$ cat src/rtl/nettlp_bar0_regs.sv
`default_nettype none
// ============================================================================
// Module   : nettlp_bar0_regs
// Purpose  : BAR0 register target for the NetTLP adapter. It sits on the RX
//            AXI-Stream of the 7-series PCIe core and decodes single-DW 32-bit
//            MWr and MRd TLPs. It holds the adapter_reg_* encapsulation
//            settings used by the Ethernet side. MRd requests are answered
//            with a CplD on the shared TX stream, through the req/ack arbiter.
// Ports    : user_clk, user_reset       - clock and async active-high reset
//            cfg_*_number               - completer ID {bus, dev, func}
//            m_axis_rx_*                - inbound TLP stream (tuser[2]=BAR0)
//            s_axis_tx_req/ack          - TX arbitration handshake
//            s_axis_tx_*                - outbound completion stream
//            adapter_reg_*              - register contents
// Revision : 1.0 - initial release
// ============================================================================
module nettlp_bar0_regs #(
  parameter int          C_DATA_WIDTH = 64,              // only 64 supported
  parameter int          KEEP_WIDTH   = C_DATA_WIDTH / 8,
  parameter logic [31:0] ID_VALUE     = 32'h4E54_0100
) (
  input  logic                    user_clk,
  input  logic                    user_reset,
  input  logic [7:0]              cfg_bus_number,
  input  logic [4:0]              cfg_device_number,
  input  logic [2:0]              cfg_function_number,
  // RX TLP stream
  input  logic [C_DATA_WIDTH-1:0] m_axis_rx_tdata,
  input  logic [KEEP_WIDTH-1:0]   m_axis_rx_tkeep,
  input  logic                    m_axis_rx_tlast,
  input  logic                    m_axis_rx_tvalid,
  output logic                    m_axis_rx_tready,
  input  logic [21:0]             m_axis_rx_tuser,
  // TX completion stream
  output logic                    s_axis_tx_req,
  input  logic                    s_axis_tx_ack,
  input  logic                    s_axis_tx_tready,
  output logic [C_DATA_WIDTH-1:0] s_axis_tx_tdata,
  output logic [KEEP_WIDTH-1:0]   s_axis_tx_tkeep,
  output logic                    s_axis_tx_tlast,
  output logic                    s_axis_tx_tvalid,
  output logic [3:0]              s_axis_tx_tuser,
  // Register contents
  output logic [31:0]             adapter_reg_magic,
  output logic [47:0]             adapter_reg_dstmac,
  output logic [47:0]             adapter_reg_srcmac,
  output logic [31:0]             adapter_reg_dstip,
  output logic [31:0]             adapter_reg_srcip,
  output logic [15:0]             adapter_reg_dstport,
  output logic [15:0]             adapter_reg_srcport
);

  typedef enum logic [2:0] {
    ST_IDLE = 3'd0,
    ST_HDR  = 3'd1,
    ST_DROP = 3'd2,
    ST_REQ  = 3'd3,
    ST_CPL0 = 3'd4,
    ST_CPL1 = 3'd5
  } state_t;

  localparam logic [1:0] FMT_3DW_NODATA = 2'b00;
  localparam logic [1:0] FMT_3DW_DATA   = 2'b10;
  localparam logic [4:0] TYPE_MEM       = 5'b00000;
  localparam logic [4:0] TYPE_CPL       = 5'b01010;

  state_t state_q, state_d;

  // Register file
  logic [31:0] magic_q,   magic_d;
  logic [47:0] dstmac_q,  dstmac_d;
  logic [47:0] srcmac_q,  srcmac_d;
  logic [31:0] dstip_q,   dstip_d;
  logic [31:0] srcip_q,   srcip_d;
  logic [15:0] dstport_q, dstport_d;
  logic [15:0] srcport_q, srcport_d;

  // Header fields captured from beat 0, used for execution and completion
  logic        is_wr_q;
  logic [2:0]  tc_q;
  logic [1:0]  attr_q;
  logic [15:0] req_id_q;
  logic [7:0]  tag_q;
  logic [3:0]  first_be_q;
  // Read result and lower address captured from beat 1
  logic [31:0] rdata_q;
  logic [6:0]  addr_lo_q;

  // --------------------------------------------------------------------------
  // RX decode
  // --------------------------------------------------------------------------
  logic        w_rx_ready;
  logic        w_rx_fire;
  logic        w_beat0;
  logic        w_beat1;
  logic        w_wr_en;
  logic        w_rd_cap;
  logic [31:0] w_dw0;
  logic [31:0] w_dw1;
  logic        w_is_mwr;
  logic        w_is_mrd;
  logic        w_hdr_ok;
  logic [5:0]  w_idx;
  logic [31:0] w_wdata;
  logic [31:0] w_rd_val;
  logic [31:0] w_merged;

  // Held low while in reset so that nothing upstream sees a bogus accept.
  assign w_rx_ready = ~user_reset &
                      ((state_q == ST_IDLE) | (state_q == ST_HDR) | (state_q == ST_DROP));
  assign m_axis_rx_tready = w_rx_ready;

  assign w_rx_fire = m_axis_rx_tvalid & w_rx_ready;
  assign w_beat0   = (state_q == ST_IDLE) & w_rx_fire;
  assign w_beat1   = (state_q == ST_HDR) & w_rx_fire;

  assign w_dw0    = m_axis_rx_tdata[31:0];
  assign w_dw1    = m_axis_rx_tdata[63:32];
  assign w_is_mwr = (w_dw0[30:29] == FMT_3DW_DATA)   && (w_dw0[28:24] == TYPE_MEM);
  assign w_is_mrd = (w_dw0[30:29] == FMT_3DW_NODATA) && (w_dw0[28:24] == TYPE_MEM);
  assign w_hdr_ok = (w_is_mwr | w_is_mrd) && (w_dw0[9:0] == 10'd1) && m_axis_rx_tuser[2];

  // Beat 1 carries the address in the low DW and, for MWr, the payload above.
  assign w_idx   = m_axis_rx_tdata[7:2];
  assign w_wdata = m_axis_rx_tdata[63:32];

  // A beat 1 without tlast is malformed: it is dropped with no side effect.
  assign w_wr_en  = w_beat1 & m_axis_rx_tlast & is_wr_q;
  assign w_rd_cap = w_beat1 & m_axis_rx_tlast & ~is_wr_q;

  // Read view of the register at the beat-1 address. It also serves as the
  // "old" word for byte-enable merging, so partial writes keep untouched
  // bytes and any bits above a field's width fall away naturally.
  always_comb begin
    w_rd_val = 32'h0;
    case (w_idx)
      6'd0:    w_rd_val = magic_q;
      6'd1:    w_rd_val = {16'h0, dstmac_q[47:32]};
      6'd2:    w_rd_val = dstmac_q[31:0];
      6'd3:    w_rd_val = {16'h0, srcmac_q[47:32]};
      6'd4:    w_rd_val = srcmac_q[31:0];
      6'd5:    w_rd_val = dstip_q;
      6'd6:    w_rd_val = srcip_q;
      6'd7:    w_rd_val = {16'h0, dstport_q};
      6'd8:    w_rd_val = {16'h0, srcport_q};
      6'd9:    w_rd_val = ID_VALUE;
      default: w_rd_val = 32'h0;
    endcase
  end

  function automatic logic [31:0] be_merge(input logic [31:0] old_v,
                                           input logic [31:0] new_v,
                                           input logic [3:0]  be);
    logic [31:0] r;
    r = old_v;
    for (int b = 0; b < 4; b++) begin
      if (be[b]) r[8*b +: 8] = new_v[8*b +: 8];
    end
    return r;
  endfunction

  assign w_merged = be_merge(w_rd_val, w_wdata, first_be_q);

  // Register next-state; offset 0x24 (ID) and unmapped offsets ignore writes.
  always_comb begin
    magic_d   = magic_q;
    dstmac_d  = dstmac_q;
    srcmac_d  = srcmac_q;
    dstip_d   = dstip_q;
    srcip_d   = srcip_q;
    dstport_d = dstport_q;
    srcport_d = srcport_q;
    if (w_wr_en) begin
      case (w_idx)
        6'd0:    magic_d          = w_merged;
        6'd1:    dstmac_d[47:32]  = w_merged[15:0];
        6'd2:    dstmac_d[31:0]   = w_merged;
        6'd3:    srcmac_d[47:32]  = w_merged[15:0];
        6'd4:    srcmac_d[31:0]   = w_merged;
        6'd5:    dstip_d          = w_merged;
        6'd6:    srcip_d          = w_merged;
        6'd7:    dstport_d        = w_merged[15:0];
        6'd8:    srcport_d        = w_merged[15:0];
        default: ;
      endcase
    end
  end

  // --------------------------------------------------------------------------
  // FSM: next state and TX outputs
  // --------------------------------------------------------------------------
  logic [31:0] w_cpl_dw0;
  logic [31:0] w_cpl_dw1;
  logic [31:0] w_cpl_dw2;

  // CplD header: fmt/type, TC and attr echoed, TD/EP clear, length 1.
  assign w_cpl_dw0 = {1'b0, FMT_3DW_DATA, TYPE_CPL, 1'b0, tc_q, 4'h0,
                      2'b00, attr_q, 2'b00, 10'd1};
  // Completer ID, status SC, BCM clear, byte count 4.
  assign w_cpl_dw1 = {cfg_bus_number, cfg_device_number, cfg_function_number,
                      3'b000, 1'b0, 12'd4};
  assign w_cpl_dw2 = {req_id_q, tag_q, 1'b0, addr_lo_q};

  always_comb begin
    state_d          = state_q;
    s_axis_tx_req    = 1'b0;
    s_axis_tx_tvalid = 1'b0;
    s_axis_tx_tlast  = 1'b0;
    s_axis_tx_tdata  = '0;
    s_axis_tx_tkeep  = '0;
    case (state_q)
      ST_IDLE: begin
        // A TLP that ends on beat 0 cannot be a supported request.
        if (w_rx_fire && !m_axis_rx_tlast) begin
          state_d = w_hdr_ok ? ST_HDR : ST_DROP;
        end
      end
      ST_HDR: begin
        if (w_rx_fire) begin
          if (!m_axis_rx_tlast) state_d = ST_DROP;
          else if (is_wr_q)     state_d = ST_IDLE;
          else                  state_d = ST_REQ;
        end
      end
      ST_DROP: begin
        if (w_rx_fire && m_axis_rx_tlast) state_d = ST_IDLE;
      end
      ST_REQ: begin
        s_axis_tx_req = 1'b1;
        if (s_axis_tx_ack) state_d = ST_CPL0;
      end
      ST_CPL0: begin
        // Grant is only checked in REQ; losing ack here does not abort.
        s_axis_tx_req    = 1'b1;
        s_axis_tx_tvalid = 1'b1;
        s_axis_tx_tdata  = {w_cpl_dw1, w_cpl_dw0};
        s_axis_tx_tkeep  = {KEEP_WIDTH{1'b1}};
        if (s_axis_tx_tready) state_d = ST_CPL1;
      end
      ST_CPL1: begin
        s_axis_tx_req    = 1'b1;
        s_axis_tx_tvalid = 1'b1;
        s_axis_tx_tlast  = 1'b1;
        s_axis_tx_tdata  = {rdata_q, w_cpl_dw2};
        s_axis_tx_tkeep  = {KEEP_WIDTH{1'b1}};
        if (s_axis_tx_tready) state_d = ST_IDLE;
      end
      default: state_d = ST_IDLE;
    endcase
  end

  assign s_axis_tx_tuser = 4'h0;

  // --------------------------------------------------------------------------
  // Sequential state
  // --------------------------------------------------------------------------
  always_ff @(posedge user_clk or posedge user_reset) begin
    if (user_reset) begin
      state_q    <= ST_IDLE;
      magic_q    <= '0;
      dstmac_q   <= '0;
      srcmac_q   <= '0;
      dstip_q    <= '0;
      srcip_q    <= '0;
      dstport_q  <= '0;
      srcport_q  <= '0;
      is_wr_q    <= 1'b0;
      tc_q       <= '0;
      attr_q     <= '0;
      req_id_q   <= '0;
      tag_q      <= '0;
      first_be_q <= '0;
      rdata_q    <= '0;
      addr_lo_q  <= '0;
    end else begin
      state_q   <= state_d;
      magic_q   <= magic_d;
      dstmac_q  <= dstmac_d;
      srcmac_q  <= srcmac_d;
      dstip_q   <= dstip_d;
      srcip_q   <= srcip_d;
      dstport_q <= dstport_d;
      srcport_q <= srcport_d;
      if (w_beat0) begin
        is_wr_q    <= w_is_mwr;
        tc_q       <= w_dw0[22:20];
        attr_q     <= w_dw0[13:12];
        req_id_q   <= w_dw1[31:16];
        tag_q      <= w_dw1[15:8];
        first_be_q <= w_dw1[3:0];
      end
      // Read data is sampled at decode; later writes do not alter the CplD.
      if (w_rd_cap) begin
        rdata_q   <= w_rd_val;
        addr_lo_q <= m_axis_rx_tdata[6:0];
      end
    end
  end

  assign adapter_reg_magic   = magic_q;
  assign adapter_reg_dstmac  = dstmac_q;
  assign adapter_reg_srcmac  = srcmac_q;
  assign adapter_reg_dstip   = dstip_q;
  assign adapter_reg_srcip   = srcip_q;
  assign adapter_reg_dstport = dstport_q;
  assign adapter_reg_srcport = srcport_q;

  // Stream bits with no function here (tkeep, other tuser bits, header
  // fields not needed for a 1-DW target).
  logic unused_ok;
  assign unused_ok = ^{m_axis_rx_tdata, m_axis_rx_tkeep, m_axis_rx_tuser};

endmodule
`default_nettype wire

$ cat config.mk
export PLATFORM = sky130hd
export DESIGN_NAME = nettlp_bar0_regs
export DESIGN_NICKNAME = d
export VERILOG_FILES = /design/src/rtl/nettlp_bar0_regs.sv
export SDC_FILE = /design/constraint.sdc
export NUM_CORES = 1
export LEC_CHECK = 0
export CAP_MARGIN = 40
export CORE_UTILIZATION = 45
export CTS_CLUSTER_DIAMETER = 150
export DETAILED_ROUTE_END_ITERATION = 10
export PLACE_DENSITY = 0.77
export SLEW_MARGIN = 10
export SYNTH_ARGS = -nofsm -noshare
export SYNTH_HDL_FRONTEND = slang
export SYNTH_SLANG_ARGS = --single-unit
$ cat constraint.sdc
create_clock -name user_clk -period 16.4 [get_ports user_clk]
set_clock_uncertainty 0.15 [all_clocks]
set_input_delay 2.46 -clock user_clk [delete_from_list [all_inputs] [get_ports user_clk]]
set_output_delay 2.46 -clock user_clk [all_outputs]
set_load 0.01 [all_outputs]
* After elaboration in Yosys (flattened, before gate mapping)
Index checks and enable logic that the tools add are counted.
** Storage, ports and cells
- Input port bits :: 116
- Output and inout bits :: 304
- Word-level logic and storage cells :: 95
- Register bits after elaboration :: 300
** Cells by class
- Reductions and logical operators :: 23
- Bitwise logic cells :: 12
- Eq/ne operators :: 22
- Multiplexer cells :: 20
** Operators by type and width (count)
- $pmux W32 S10 :: 1
- $pmux W64 S2 :: 1
- $mux W8 :: 5
- $eq A6 B3 Y1 const B :: 4
- $mux W3 :: 6
- $pmux W3 S6 :: 1
- $reduce_and A2 Y1 :: 9
- $eq A6 B2 Y1 const B :: 2
- $eq A6 B4 Y1 const B :: 2
- $eq A10 B1 Y1 const B :: 1
- $ne A2 B2 Y1 const B :: 4
- $and A1 B1 Y1 :: 7
- $eq A3 B2 Y1 const B :: 2
- $eq A3 B3 Y1 const B :: 2
- $eq A6 B1 Y1 const B :: 1
- $logic_and A1 B1 Y1 :: 6
- $logic_not A6 Y1 :: 1
- $mux W2 :: 3
- $reduce_and A6 Y1 :: 1
- $logic_not A5 Y1 :: 1
- $ne A2 B1 Y1 const B :: 2
- $eq A3 B1 Y1 const B :: 1
- $logic_not A3 Y1 :: 1
- $mux W1 :: 3
- other kinds (7) :: 10

* Logic depth before layout (Yosys ltp)
- Depth after elaboration :: 9
- Gate-level depth with buffers :: 9
- Gate-level depth less buffers :: 5

* Least setup slack after synthesis
No wires, ideal clock.
- Path type :: input-to-output
- Start point :: in user_reset
- End point :: out m_axis_rx_tready
- Slack :: 10986 ps
- Arrival :: 2804 ps
- Buffers on the path :: 0
- Data required time :: 13790 ps
- Stages on the path :: 1
- Cell sequence :: a211oi_1
** On the way
- Word-level cells in the longest chain between the ends :: 2
** RTL lines
- start: declaration :: RTL line 23 : input logic user_reset,
- $not A1 Y1 :: RTL line 109 : assign w_rx_ready = ~user_reset &
- $and A1 B1 Y1 :: RTL line 109
- end: declaration :: RTL line 32 : output logic m_axis_rx_tready,
No other way between the ends.

* Final worst setup path
Ends and elaborated chain as after synthesis.

==> flow_summary.yaml <==
yosys:
  yosysSeqAreaShare: 0.535
  synth_edf_count: 0
  syn_avg_cell_area_um2: 10.7
  postSynthCellCount: 1308
  synth-seq-cells: 300
  yosysWarnings: 0
  synth_area_mm2: 0.0140
  async_reset_ff_frac: 1.00
  synth_top_cell_by_area: "dfrtp_1"
  synth_top_area_frac: 0.535
  synth.area.top_cells: "dfrtp_1 54%, mux2_2 7.2%, o21ai_0 6.6%, nand2_1 5.7%, mux2i_1 4.9%"
  ys.flop_type: "dfrtp_1"
  synth.distinct_cells: 62
clock_tree:
  cts_hold_buf: 0
  clk_latency_ns: 0.52
  cts_sinks: 300
  cts_tree: "built"
  cts-root-buf: "clkbuf_16"
  postCtsSetupBuffers: 0
  cts_max_path_buffers: 3
  numCtsBuffers: 34
  cts.reportedPaths.clkPinSlew_ns: 0.05
  cts_resized: 0
  h-tree-depth: 2
job:
  cap_viol_max_count: 0
worst_setup_path:
  cp-endpoint: "m_axis_rx_tready"
  crit_arrival_ns: 3.91
  reg2reg_to: "adapter_reg_dstip[19]"
  cp.depth: 3
  cp-startpoint: "user_reset"
  cp-end-kind: "primary output"
  cp.buffers_inverters: 2
  worstReg2RegStart: "state_q[0]"
  cp_cell_sequence: "clkdlybuf4s50_1 -> a211oi_1 -> clkdlybuf4s50_1"
  crit_top_cell: "clkdlybuf4s50_1"
  crit_slowest_cell: "clkdlybuf4s50_1"
  r2r_cells: 5
  critPathKind: "in -> out"
  required_ns: 13.79
  cpLargestDelayFamily: "buffers and inverters"
  critPathMaxFanout: 4
  r2r_slack_ns: 13.22
  slowest_delay_ns: 0.59
  crit_path_start_kind: "input pin"
timing:
  drv_slew: 0
  hold_viol: 0
  worst_pin_slew_ns: 0.928
  min_period_ns: 6.52
  hold_ws_ns: 0.349
  clock.fmax_ghz: 0.153
  slew_headroom: 0.364
  setup_viol: 0
  fin_crit_sh: 0.397
  fin_setup_tns_ns: 0
  rsz0062_at_grt: "no"
detailed_routing:
  dr.first_iter.drc_count: 959
  routed_wl_mm: 47.7
  wl_per_cell_um: 23.1
  vias_per_cell: 5.76
  drt-pass1-iter-count: 5
  vias: 11900
  drc: 0
  ant_nets: 0
power_and_ir_drop:
  leakagePower_nw: 8.33
  power_density_mw_per_mm2: 112
  irDropWorstVdd_mv: 0.0813
global_routing:
  grt_use_total: 0.299
  grt_pass1_wl_mm: 70.5
  grt_max_degree: 95
  antenna_found_initial: 2
  gr-total-overflow: 0
  grt_pass1_vias: 11400
finish:
  areaGrowthSynthToFinish_pct: 37.3
  fillers: 2498
  drive_gt1_frac: 0.129
  nets: 1756
  layout_commonest_cell: "clkdlybuf4s50_1"
  final_cells: 2062
  final_cell_mix: "373 x clkdlybuf4s50_1, 299 x dfrtp_1, 212 x nand2_1, 185 x o21ai_0, 90 x mux2_2"
min_path:
  hold_path.class: "reg -> reg"
  hp-start: "rdata_q[15]"
floorplanning:
  die_area_mm2: 0.0319
  num_io_pins: 420
  initial_core_util: 0.457
  core-area_mm2: 0.0307
  fp-row-count: 64
  fp.dieH_um: 179
  dieWidth_um: 179
place:
  place_inst: 1999
  dpl.hpwl_mm: 34.4
  io_buffers: 375
  gp_congestion: 0.895
outcome:
  status: "finished, final reports clean"
## layout make-up
cell class / instances / area (um^2) / area share
Clock inverter: 9 / 143 / 0.00740
Inverter: 13 / 56.3 / 0.00292
Multi-Input combinational cell: 889 / 5970 / 0.310
Clock buffer: 51 / 1010 / 0.0527
Tap cell: 396 / 495 / 0.0257
Sequential cell: 300 / 7510 / 0.390
Antenna cell: 2 / 5.00 / 0.000260
Timing Repair Buffer: 402 / 4080 / 0.212
## report_power, final
group / switching [mW] / total [mW] / internal, mW / leakage [nW]
logic: 0.286 / 0.496 / 0.210 / 3.69
registers: 0.0503 / 0.870 / 0.819 / 4.07
clock network: 0.307 / 0.783 / 0.477 / 0.569
total: 0.642 / 2.15 / 1.51 / 8.33
## registers in the layout, summed over array words and instances (netlist names)
register             flops
adapter_reg_dstip       32
adapter_reg_dstmac      48
adapter_reg_dstport     16
adapter_reg_magic       32
adapter_reg_srcip       32
adapter_reg_srcmac      48
adapter_reg_srcport     16
addr_lo_q                7
attr_q                   2
first_be_q               4
is_wr_q                  1
rdata_q                 32
req_id_q                16
state_q                  3
tag_q                    8
tc_q                     3
## synth_stat cells, types with 3 or more instances
library cell	instances
mux2i_1	69
nor3_1	7
o21ai_0	185
nand3_1	23
a2bb2oi_1	12
o2bb2ai_1	16
a32oi_1	7
o211ai_1	4
a221o_1	3
buf_2	31
o22ai_1	4
clkbuf_1	53
and3_1	42
a21o_1	4
or4_1	3
mux2_2	90
nand2_1	212
nor2b_1	5
nor2_1	60
inv_1	11
a21oi_1	46
and2_1	5
o31ai_1	10
a22oi_1	11
buf_4	22
dfrtp_1	300
a31oi_1	3
mux4_2	24
## worst min path at each step
stage / cells after the start / slack (ns) / endpoint
global placement: 2 / 0.33 / adapter_reg_dstmac[44]
CTS: 1 / 0.35 / req_id_q[12]
global route: 1 / 0.36 / rdata_q[15]
detailed placement: 1 / 0.34 / req_id_q[12]
floorplan: 2 / 0.32 / rdata_q[22]
finish: 1 / 0.35 / rdata_q[15]
## metal layers
layer | routed length (um) | global-route usage | up-vias
met5 | 0 | 0 | -
met4 | 2040 | 0.129 | 0
met3 | 4200 | 0.0667 | 105
met2 | 20900 | 0.432 | 559
met1 | 20600 | 0.430 | 5906
li1 | - | - | 5297
## kinds of logic after synthesis
family | after synthesis | synth area share
other | 1 | 0.000267
AOI/OAI and AO/OA | 323 | 0.137
DFF | 300 | 0.535
and+or+nand+nor | 377 | 0.124
buffers and inverters | 123 | 0.0426
muxes | 184 | 0.161
## through the flow
stage	instance area, um^2	utilization	power (mW)	setup slack, ns
4_1_cts	19300	0.628	2.15	9.83
6_report	19300	0.628	2.15	9.88
3_3_place_gp	17900	0.583	1.35	9.83
5_1_grt	19300	0.628	2.24	9.80
3_5_place_dp	18100	0.590	1.37	9.84
2_1_floorplan	14000	-	1.18	5.50
(Power assumes the default switching activity.)
